**src/rtl/reversi_pkg.sv**
```systemverilog
// Shared definitions for the reversi datapath: board geometry, cell codes
// and the board-scanner state encoding.
package reversi_pkg;

    localparam int BOARD_DIM = 8;
    localparam int COORD_W   = 3;
    localparam int CNT_W     = 7;

    localparam logic [1:0] CELL_BLACK = 2'b11;
    localparam logic [1:0] CELL_WHITE = 2'b10;
    localparam logic [1:0] CELL_EMPTY = 2'b00;

    typedef enum logic [2:0] {
        IDLE,
        READ,
        CHECK,
        EMIT,
        DONE
    } scan_state_e;

endpackage

```
**src/rtl/cell_counter.sv**
```systemverilog
// Row-major walk over the board: x is the fast index, y the slow one.
// last_o flags the final cell so the scanner can finish after it.
module cell_counter #(
    parameter int BOARD_DIM = reversi_pkg::BOARD_DIM,
    parameter int COORD_W   = reversi_pkg::COORD_W
) (
    input  logic               clk,
    input  logic               rst_i,
    input  logic               clear_i,
    input  logic               advance_i,
    output logic [COORD_W-1:0] x_o,
    output logic [COORD_W-1:0] y_o,
    output logic               last_o
);

    localparam logic [COORD_W-1:0] MAX_IDX = COORD_W'(BOARD_DIM - 1);

    logic [COORD_W-1:0] x_q, x_d;
    logic [COORD_W-1:0] y_q, y_d;

    // NOTE: next-state logic gets defaults first so no path can infer a latch.
    always_comb begin
        x_d = x_q;
        y_d = y_q;
        if (clear_i) begin
            x_d = '0;
            y_d = '0;
        end else if (advance_i) begin
            // BOARD_DIM is a power of two, so the increment wraps on its own.
            x_d = x_q + COORD_W'(1);
            if (x_q == MAX_IDX) begin
                y_d = y_q + COORD_W'(1);
            end
        end
    end

    always_ff @(posedge clk) begin
        if (rst_i) begin
            x_q <= '0;
            y_q <= '0;
        end else begin
            x_q <= x_d;
            y_q <= y_d;
        end
    end

    assign x_o    = x_q;
    assign y_o    = y_q;
    assign last_o = (x_q == MAX_IDX) && (y_q == MAX_IDX);

endmodule

```
**src/rtl/board_scanner.sv**
```systemverilog
// Walks the board RAM and issues one valid/ready draw request per occupied
// cell, tallying black and white pieces for the score display.
module board_scanner #(
    parameter int BOARD_DIM = reversi_pkg::BOARD_DIM,
    parameter int COORD_W   = reversi_pkg::COORD_W,
    parameter int CNT_W     = reversi_pkg::CNT_W
) (
    input  logic                 clk,
    input  logic                 resetn,
    input  logic                 start,
    output logic [2*COORD_W-1:0] rd_addr,
    input  logic [1:0]           rd_data,
    output logic [COORD_W-1:0]   piece_x,
    output logic [COORD_W-1:0]   piece_y,
    output logic [1:0]           piece_colour,
    output logic                 piece_valid,
    input  logic                 piece_ready,
    output logic                 busy,
    output logic                 done,
    output logic [CNT_W-1:0]     black_count,
    output logic [CNT_W-1:0]     white_count
);

    import reversi_pkg::*;

    scan_state_e          state_q;
    logic [COORD_W-1:0]   x, y;
    logic                 last_cell;
    logic                 clear_walk;
    logic                 advance;
    logic [COORD_W-1:0]   piece_x_q, piece_y_q;
    logic [1:0]           colour_q;
    logic                 valid_q, busy_q, done_q;
    logic [CNT_W-1:0]     black_q, white_q;
    logic [CNT_W-1:0]     black_tally_q, white_tally_q;

    assign clear_walk = (state_q == IDLE) && start;
    assign advance    = ((state_q == CHECK) && !rd_data[1]) ||
                        ((state_q == EMIT) && valid_q && piece_ready);

    cell_counter #(
        .BOARD_DIM (BOARD_DIM),
        .COORD_W   (COORD_W)
    ) u_cell_counter (
        .clk       (clk),
        .rst_i     (resetn),
        .clear_i   (clear_walk),
        .advance_i (advance),
        .x_o       (x),
        .y_o       (y),
        .last_o    (last_cell)
    );

    // NOTE: all state here is sequential, so every assignment is non-blocking.
    always_ff @(posedge clk) begin
        if (resetn) begin
            state_q       <= IDLE;
            piece_x_q     <= '0;
            piece_y_q     <= '0;
            colour_q      <= CELL_EMPTY;
            valid_q       <= 1'b0;
            busy_q        <= 1'b0;
            done_q        <= 1'b0;
            black_q       <= '0;
            white_q       <= '0;
            black_tally_q <= '0;
            white_tally_q <= '0;
        end else begin
            case (state_q)
                IDLE: begin
                    if (start) begin
                        black_tally_q <= '0;
                        white_tally_q <= '0;
                        busy_q        <= 1'b1;
                        state_q       <= READ;
                    end
                end
                READ: begin
                    state_q <= CHECK;
                end
                CHECK: begin
                    if (rd_data[1]) begin
                        piece_x_q <= x;
                        piece_y_q <= y;
                        colour_q  <= rd_data;
                        valid_q   <= 1'b1;
                        case (rd_data)
                            CELL_BLACK: black_tally_q <= black_tally_q + CNT_W'(1);
                            CELL_WHITE: white_tally_q <= white_tally_q + CNT_W'(1);
                            default: ;
                        endcase
                        state_q <= EMIT;
                    end else if (last_cell) begin
                        done_q  <= 1'b1;
                        state_q <= DONE;
                    end else begin
                        state_q <= READ;
                    end
                end
                EMIT: begin
                    if (valid_q && piece_ready) begin
                        valid_q <= 1'b0;
                        if (last_cell) begin
                            done_q  <= 1'b1;
                            state_q <= DONE;
                        end else begin
                            state_q <= READ;
                        end
                    end
                end
                DONE: begin
                    done_q  <= 1'b0;
                    busy_q  <= 1'b0;
                    black_q <= black_tally_q;
                    white_q <= white_tally_q;
                    state_q <= IDLE;
                end
                default: begin
                    state_q <= IDLE;
                end
            endcase
        end
    end

    assign rd_addr      = {y, x};
    assign piece_x      = piece_x_q;
    assign piece_y      = piece_y_q;
    assign piece_colour = colour_q;
    assign piece_valid  = valid_q;
    assign busy         = busy_q;
    assign done         = done_q;
    assign black_count  = black_q;
    assign white_count  = white_q;

endmodule

```
**config.mk**
```make
export PLATFORM = sky130hd
export DESIGN_NAME = board_scanner
export DESIGN_NICKNAME = d
export VERILOG_FILES = /design/src/rtl/reversi_pkg.sv /design/src/rtl/cell_counter.sv /design/src/rtl/board_scanner.sv
export SDC_FILE = /design/constraint.sdc
export NUM_CORES = 1
export LEC_CHECK = 0
export ABC_AREA = 1
export ABC_CLOCK_PERIOD_IN_PS = 1600
export BUFFER_PORTS_ARGS = -buffer_cell sky130_fd_sc_hd__buf_4
export CAP_MARGIN = 15
export CORE_MARGIN = 1
export CORE_UTILIZATION = 56
export DETAILED_ROUTE_END_ITERATION = 12
export PLACE_DENSITY = 0.89
export RECOVER_POWER = 25
export SYNTH_ARGS = -nofsm -noshare
export SYNTH_HDL_FRONTEND = slang
export SYNTH_HIERARCHICAL = 1
export SYNTH_SLANG_ARGS = --single-unit
```
**constraint.sdc**
```tcl
create_clock -name clk -period 1.6 [get_ports clk]
set_input_delay 0.32 -clock clk [delete_from_list [all_inputs] [get_ports clk]]
set_output_delay 0.32 -clock clk [all_outputs]
set_load 0.02 [all_outputs]
```
-- Word-level counts from Yosys, hierarchy flattened
Index checks and enable logic that the tools add are counted.
Widths: inputs -> output; s select.
- register bits: 48
- output and inout port bits: 31
- word-level logic and storage cells: 74
- add/subtract/negate cells: 4
- equality and inequality tests: 14
- mux-type cells: 21
- reductions and logical operators: 22
- operators by type and width (cell ; count):
    $mux 7 ; 5
    $pmux 7 s2 ; 2
    $add 7x1->7 const B ; 2
    $mux 3 ; 4
    $pmux 3 s4 ; 1
    $eq 3x3->1 const B ; 3
    $reduce_and 2->1 ; 4
    $reduce_and 4->1 ; 2
    $add 3x1->3 const B ; 2
    $eq 3x2->1 const B ; 2
    $logic_and 1x1->1 ; 6
    $mux 1 ; 6
    $ne 2x1->1 const B ; 3
    $ne 2x2->1 const B ; 3
    $reduce_and 3->1 ; 2
    $reduce_bool 2->1 ; 3
    $eq 2x2->1 const B ; 2
    $pmux 1 s2 ; 2
    $eq 3x1->1 const B ; 1
    $logic_not 3->1 ; 1
    $pmux 1 s3 ; 1
    $reduce_bool 3->1 ; 1
    $reduce_or 2->1 ; 1
    $logic_not 1->1 ; 1
    $logic_or 1x1->1 ; 1

-- Depth between registers and ports, before layout
Gate-level depths: netlist of the first run.
- depth in word-level cells: 5
- mapped depth: 10

-- By module
Netlist of the first run, hierarchy kept.
- by module, submodules not included (module ; times used ; cells each ; area an instance (um^2) ; seq. area each (um^2)):
    board_scanner ; 1 ; 281 ; 1999.4 ; 840.8
    cell_counter ; 1 ; 40 ; 310.3 ; 120.1

-- Least setup slack after synthesis of the first run
No wires, ideal clock.
- kind: reg2reg
- from: reg u_cell_counter.x_q[0] (netlist: u_cell_counter/x_o[0])
- to: reg state_q[0]
- setup time: 132 ps
- arrival: 1329 ps
- path slack: 139 ps
- cell stages (with the launch flop): 10
- buffers on the path: 0
- clock period less this slack: 1461 ps
- cell sequence: dfxtp_1 -> ha_1 -> ha_1 -> nand2_1 -> inv_1 -> nand3_1 -> nand2_1 -> o21ai_0 -> nand3_1 -> a21oi_1
- word-level cells in the longest chain between the ends: 5
- elaborated cells between the ends (all ways): 6
- those cells by class: eq/ne: 1; mux: 4; reduce/logical: 1
- ends and longest elaborated chain (element ; line ; source):
    from (decl) ; cell_counter.sv:18 ; logic [COORD_W-1:0] x_q, x_d;
    from (signal assigned) ; cell_counter.sv:39 ; x_q <= '0;
    from (signal assigned) ; cell_counter.sv:42 ; x_q <= x_d;
    $eq 3x3->1 (*) ; cell_counter.sv:49 ; assign last_o = (x_q == MAX_IDX) && (y_q == MAX_IDX);
    $logic_and 1x1->1 (*) ; cell_counter.sv:49 ;
    via last_cell ; board_scanner.sv:28 ; logic last_cell;
    $mux 3 (*) ; board_scanner.sv:93, board_scanner.sv:103 ;
    $mux 3, on equally long branches ; board_scanner.sv:101, board_scanner.sv:82 ;
    $pmux 3 s4 (*) ; board_scanner.sv:69 ; case (state_q)
    to (signal assigned) ; board_scanner.sv:92 ; state_q <= EMIT;
    to (signal assigned) ; board_scanner.sv:95 ; state_q <= DONE;
    to (signal assigned) ; board_scanner.sv:105 ; state_q <= DONE;
    to (decl) ; board_scanner.sv:26 ; scan_state_e state_q;
Mark *: on every way through the listed nets, which the timed path passes. The rest lies on a longest branch. The select of a mux whose other input is x is not followed.
A chain may end at the register's enable or synchronous reset.

-- Worst setup path in the final report of the first run
Ends and elaborated chain as after synthesis.

==> metrics.yaml, run 1 <==
status: "complete, no violations"
vias_per_cell: 5.24
synth.area.top_cells: "dfxtp_1, nand2_1, nor2_1, inv_1, nand3_1"
placement.cell_area_um2: 2590
hp-class: "in -> reg"
dp.cells: 398
rsz0062_at_grt: "no"
nets: 369
p_comb_share_pct: 19.8
core_um2: 3800
clk_latency_ns: 0.30
synth_fp_nets: 333
antenna_found_initial: 0
path_clk_slew_ns: 0.08
routed_wl_mm: 4.91
diodes: 0
final_cell_area_um2: 2650
r2r_setup_slack_ns: 0.13
hold_violations: 0
syn_area_per_cell_um2: 7.20
netlist_instances: 321
timing.rr.start: "u_cell_counter/x_o[0]$_SDFFE_PP0P_"
ios: 37
tightest_slew_ns: 0.364
grt_pass1_wl_mm: 8.74
h-tree-depth: 2
portBuffers: 36
routed-via-count: 2126
dp_hpwl_mm: 3.52
core.rowCount: 22
power.switching_uw: 831
maxCapViolations: 0
rr_worst_depth: 9
die_h_um: 66.2
drtAntennaViolNets: 0
drtPass1Iterations: 6
numCtsBuffers: 5
p_int_uw: 2000
grt_usage_pct: 26.1
timing.fmax_ghz: 0.681
r2r-end: "state_q[0]$_SDFFE_PP0P_"
final.min_clock_period_ns: 1.47
dieArea_um2: 4390
ys_seq_area_share_pct: 41.6
ys_types: 26
cts_setup_buffers: 0
cts_tree: "yes"
required_ns: 1.80
cp_max_fo: 5
die_w_um: 66.2
worstPathArrival_ns: 1.67
fin_tns_setup_ns: 0
cts-root-buf: "clkbuf_8"
wire_per_inst_um: 12.1
fin_cells: 406
final.period_utilization_pct: 91.8
clock-sinks: 48
layout-drive-gt1-share_pct: 14.2
powerDensity_nw_per_um2: 1070
power.leakage_uw: 0.00122
slew-limit-headroom_pct: 75.7
final-setup-viol-count: 0
overflow: 0
fin_skew_ns: 0.00304
drcViolationCount: 0
worstSetupEndpointType: "register"
yosys_warnings: 6
critPathLaunchType: "register"
worst_hold_path.endpoint: "busy$_SDFFE_PP0P_"
grt_max_degree: 29
drtIter0Drc: 161
clockBufferDepth: 2
crit_type: "reg -> reg"
hold_depth: 3
synth_top_cell_area_share_pct: 41.6
worst_slack_ns: 0.131
ir_worst_vdd_mv: 0.561
clock_power_share_pct: 33.5
initial_utilization_pct: 60.8
swShare_pct: 29.4
syn_area_um2: 2310
seqPwrFrac_pct: 46.7
pre_cts_ws_ns: 0.0985
min_from: "start"
synth_top_cell_by_area: "dfxtp_1"
grt_pass1_vias: 2021
drv_slew: 0
ys_ff_latch: 48
areaGrowthSynthToFinish_pct: 14.8
gp_congestion: 0.853
## state kept, by name (all words and copies together), names as in the netlist
signal and flops:
black_count 7, black_tally_q 7, busy 1, done 1, piece_colour 2, piece_valid 1, piece_x 3, piece_y 3
state_q 3, u_cell_counter/x_o 3, u_cell_counter/y_o 3, white_count 7, white_tally_q 7
## placed cells by master, fill, tap and decap left out, types with 2 or more instances in the layout
| master | netlist | layout |
|---|---|---|
| o21ai_0 | 21 | 21 |
| nand2_2 | 2 | 2 |
| nor2_1 | 42 | 42 |
| nand2_1 | 71 | 71 |
| a21oi_1 | 24 | 24 |
| o21ai_1 | 4 | 4 |
| inv_2 | 4 | 4 |
| nand3_4 | 2 | 2 |
| nand4_1 | 6 | 6 |
| nor2_4 | 3 | 3 |
| ha_1 | 6 | 5 |
| nand3_1 | 28 | 28 |
| clkbuf_8 | 0 | 7 |
| nand2_4 | 4 | 4 |
| inv_1 | 39 | 39 |
| clkbuf_1 | 3 | 19 |
| dfxtp_1 | 48 | 47 |
| buf_4 | 3 | 21 |
## kinds of logic after synthesis
| group | share of synthesized area [%] |
|---|---|
| and+or+nand+nor | 32.0 |
| buffers and inverters | 10.6 |
| AOI/OAI and AO/OA | 12.2 |
| DFF | 41.6 |
| adders and majority gates | 3.25 |
| xor gates and xnor gates | 0.379 |
## synth_stat cells, drive strengths merged
master and instances:
ha 6, a21oi 26, nand2 77, inv 44
nand3 31, o21ai 25, buf 8, a211oi 1
clkbuf 3, xnor2 1, nor2 45, dfxtp 48
nand4 6
## layout make-up
type / instances / area [um2]
Multi-Input combinational cell: 218 / 1110
Clock buffer: 7 / 96.3
Inverter: 44 / 168
Clock inverter: 1 / 30.0
Sequential cell: 48 / 962
Tap cell: 48 / 60.1
Fill cell: 318 / 1150
Timing Repair Buffer: 40 / 229
## through the flow
| step | total power (uW) | util [%] | hold slack [ns] |
|---|---|---|---|
| floorplan | 1790 | - | 0.389 |
| global placement | 1890 | 68.3 | 0.432 |
| detailed placement | 1900 | 68.3 | 0.444 |
| CTS | 2840 | 71.6 | 0.302 |
| global route | 2980 | 69.8 | 0.328 |
| finish | 2830 | 69.8 | 0.305 |
## what timing repair did
item	CTS	global route
endpoints found under the hold margin	0	0
hold buffers	0	0
setup endpoints to repair	0	3
gates resized for setup	0	2
## critical path, stage by stage (launching register included)
cell     delay [ns]
dfxtp_1        0.41
ha_1           0.18
ha_2           0.23
nand2_1        0.07
inv_1          0.09
nand3_1        0.08
nand2_1        0.06
o21ai_0        0.09
nand3_1        0.08
a21oi_1        0.06
## worst max path at each step
stage                                          to  cells after the start                                from  slack [ns]
after global routing      state_q[0]$_SDFFE_PP0P_                      9  u_cell_counter/x_o[0]$_SDFFE_PP0P_       0.008
final                     state_q[0]$_SDFFE_PP0P_                      9  u_cell_counter/x_o[0]$_SDFFE_PP0P_        0.13
after CTS                 state_q[0]$_SDFFE_PP0P_                      9  u_cell_counter/x_o[0]$_SDFFE_PP0P_        0.07
after detailed placement  state_q[0]$_SDFFE_PP0P_                      9  u_cell_counter/x_o[0]$_SDFFE_PP0P_         0.1
after floorplan           state_q[0]$_SDFFE_PP0P_                      9  u_cell_counter/x_o[0]$_SDFFE_PP0P_        0.14
after global placement    state_q[0]$_SDFFE_PP0P_                      9  u_cell_counter/x_o[0]$_SDFFE_PP0P_        0.14
## layer usage
metal	track usage (%)	share of wire, %	vias to the layer above
met5	0	0	-
met4	15.4	3.5	0
met3	4.14	3.7	17
met2	42.6	47	53
met1	32.0	46	965
li1	-	-	1091
## power groups by stage
stage | Sequential [uW] | Clock (uW) | Combinational [uW]
floorplan | 1340 | 0 | 451
global placement | 1340 | 0 | 544
detailed placement | 1350 | 0 | 556
CTS | 1320 | 958 | 564
global route | 1330 | 1010 | 639
finish | 1320 | 947 | 559
No activity file was read; power rests on OpenSTA's default activity.
==> run 2, diff against run 1 <==
CORE_UTILIZATION = 55   (was 56)
PLACE_DENSITY = unset   (was 0.89)
PLACE_DENSITY_LB_ADDON = 0.12   (was unset)
==> metrics.yaml, run 2 (synthesis gave the netlist of run 1 again) <==
status: "complete, no violations"
final.min_clock_period_ns: 1.46  # -0.00657 ns
layout-drive-gt1-share_pct: 15.2  # +0.91 points
fin_skew_ns: 0.00496  # +0.00192 ns
grt_pass1_vias: 1790  # -11%
drv_slew: 0  # unchanged
dp.cells: 405  # +1.8%
areaGrowthSynthToFinish_pct: 18.5
clock-sinks: 48  # unchanged
portBuffers: 36  # unchanged
cts_tree: "yes"
required_ns: 1.80  # about the same
fin_cells: 413  # +1.7%
fin_tns_setup_ns: 0  # unchanged
diodes: 0  # unchanged
drtAntennaViolNets: 0  # unchanged
vias_per_cell: 5.08  # -3.0%
path_clk_slew_ns: 0.08  # about the same
clockBufferDepth: 2  # unchanged
drcViolationCount: 0  # unchanged
rsz0062_at_grt: "no"
ir_worst_vdd_mv: 0.701  # +25%
grt_usage_pct: 23.5  # -2.5 points
h-tree-depth: 2  # unchanged
worstPathArrival_ns: 1.66  # about the same
final_common_cell: "nand2_1"
routed_wl_mm: 4.83  # -1.8%
crit_end: "u_cell_counter/x_o[1]$_SDFFE_PP0P_"
cp_max_fo: 9  # +4
antenna_found_initial: 0  # unchanged
timing.rr.start: "state_q[1]$_SDFFE_PP0P_"
grt_max_degree: 26  # -10%
powerDensity_nw_per_um2: 1130  # +6.3%
core.rowCount: 23  # +4.5%
crit_type: "reg -> reg"
die_h_um: 66.8  # +0.88%
grt_pass1_wl_mm: 7.90  # -9.6%
min_from: "resetn"
critPathLaunchType: "register"
hold_violations: 0  # unchanged
tightest_slew_ns: 0.378  # +0.0146 ns
final-setup-viol-count: 0  # unchanged
crit_start: "state_q[1]$_SDFFE_PP0P_"
overflow: 0  # unchanged
die_w_um: 66.8  # +0.88%
fill_cells: 405  # +27%
slew-limit-headroom_pct: 74.7  # -0.97 points
power.leakage_uw: 0.00126  # +3.5%
wire_per_inst_um: 11.7  # -3.4%
core_um2: 4030  # +6.1%
gp_congestion: 0.887  # +4.0%
initial_utilization_pct: 57.3  # -3.5 points
dieArea_um2: 4460  # +1.8%
hp-class: "in -> reg"
worstSetupEndpointType: "register"
routed-via-count: 2097  # -1.4%
r2r-end: "u_cell_counter/x_o[1]$_SDFFE_PP0P_"
ctsHoldBuffers: 0  # unchanged
final_cell_mix: "nand2_1, dfxtp_1, nor2_1"
ios: 37  # unchanged
r2r_setup_slack_ns: 0.14  # about the same
maxCapViolations: 0  # unchanged
dp_hpwl_mm: 3.44  # -2.3%
drtPass1Iterations: 4  # -2
rr_worst_depth: 6  # -3
cts-root-buf: "clkbuf_8"
drtIter0Drc: 122  # -24%
final.period_utilization_pct: 91.4  # -0.41 points
hold_depth: 2  # -1
clk_latency_ns: 0.31  # about the same
timing.fmax_ghz: 0.684  # +0.45%
nets: 374  # +1.4%
numCtsBuffers: 5  # unchanged
## run 2: cell types whose count changed in the layout (fill, tap and decap cells not counted), sizes merged
| cell | previous run | this run |
|---|---|---|
| buf | 21 | 26 |
| bufinv | 1 | 3 |
| clkbuf | 26 | 24 |
## run 2: per-layer routing
layer	wire length (um)	vias to the layer above	track usage [%]
li1	-	1101	-
met1	2450	948	30.9
met2	2100	42	36.6
met3	197	6	5.82
met4	72	0	9.04
met5	0	-	0
## run 2: how the worst min path moves through the flow
stage,endpoint,slack [ns]
final,piece_y[2]$_SDFFE_PP0P_,0.32
after global routing,piece_y[2]$_SDFFE_PP0P_,0.32
after CTS,white_tally_q[2]$_SDFFE_PP0P_,0.31
after detailed placement,done$_SDFFE_PP0P_,0.44
after global placement,done$_SDFFE_PP0P_,0.44
after floorplan,busy$_SDFFE_PP0P_,0.39
## run 2: repair_timing
item	4_1_cts	5_1_grt
hold endpoints to repair	0	0
setup endpoints to repair	0	1
setup buffers	0	0
gates resized for setup	0	1
## run 2: worst max-delay path, cell delays in order (launching register included)
cell     delay (ns)
dfxtp_1        0.54
nand3_1        0.17
o21ai_0        0.18
buf_4          0.20
inv_1          0.06
o21ai_0        0.16
nor2_1         0.06
## run 2: cell type report
class	instances	area [um2]	area share, %
multi-input combinational	218	1110	40.5
timing repair buffer	45	279	10.2
sequential	48	961	35.1
clock inverter	3	90.1	3.29
inverter	44	168	6.13
clock buffer	5	68.8	2.51
tap	50	62.6	2.29
## run 2: report_power, final
group          internal, uW  switching, uW
Sequential             1260           62.3
Combinational           215            373
Clock                   781            413
Total                  2250            848
## run 2: through the flow
step / area [um2] / total power, uW / setup slack [ns] / hold WS (ns) / util [%]
finish: 2740 / 3100 / 0.137 / 0.319 / 67.9
global route: 2740 / 3250 / 0.0226 / 0.320 / 67.9
CTS: 2810 / 3120 / 0.116 / 0.305 / 69.6
detailed placement: 2650 / 1930 / 0.178 / 0.439 / 65.7
global placement: 2650 / 1920 / 0.185 / 0.435 / 65.7
floorplan: 2310 / 1790 / 0.139 / 0.389 / -
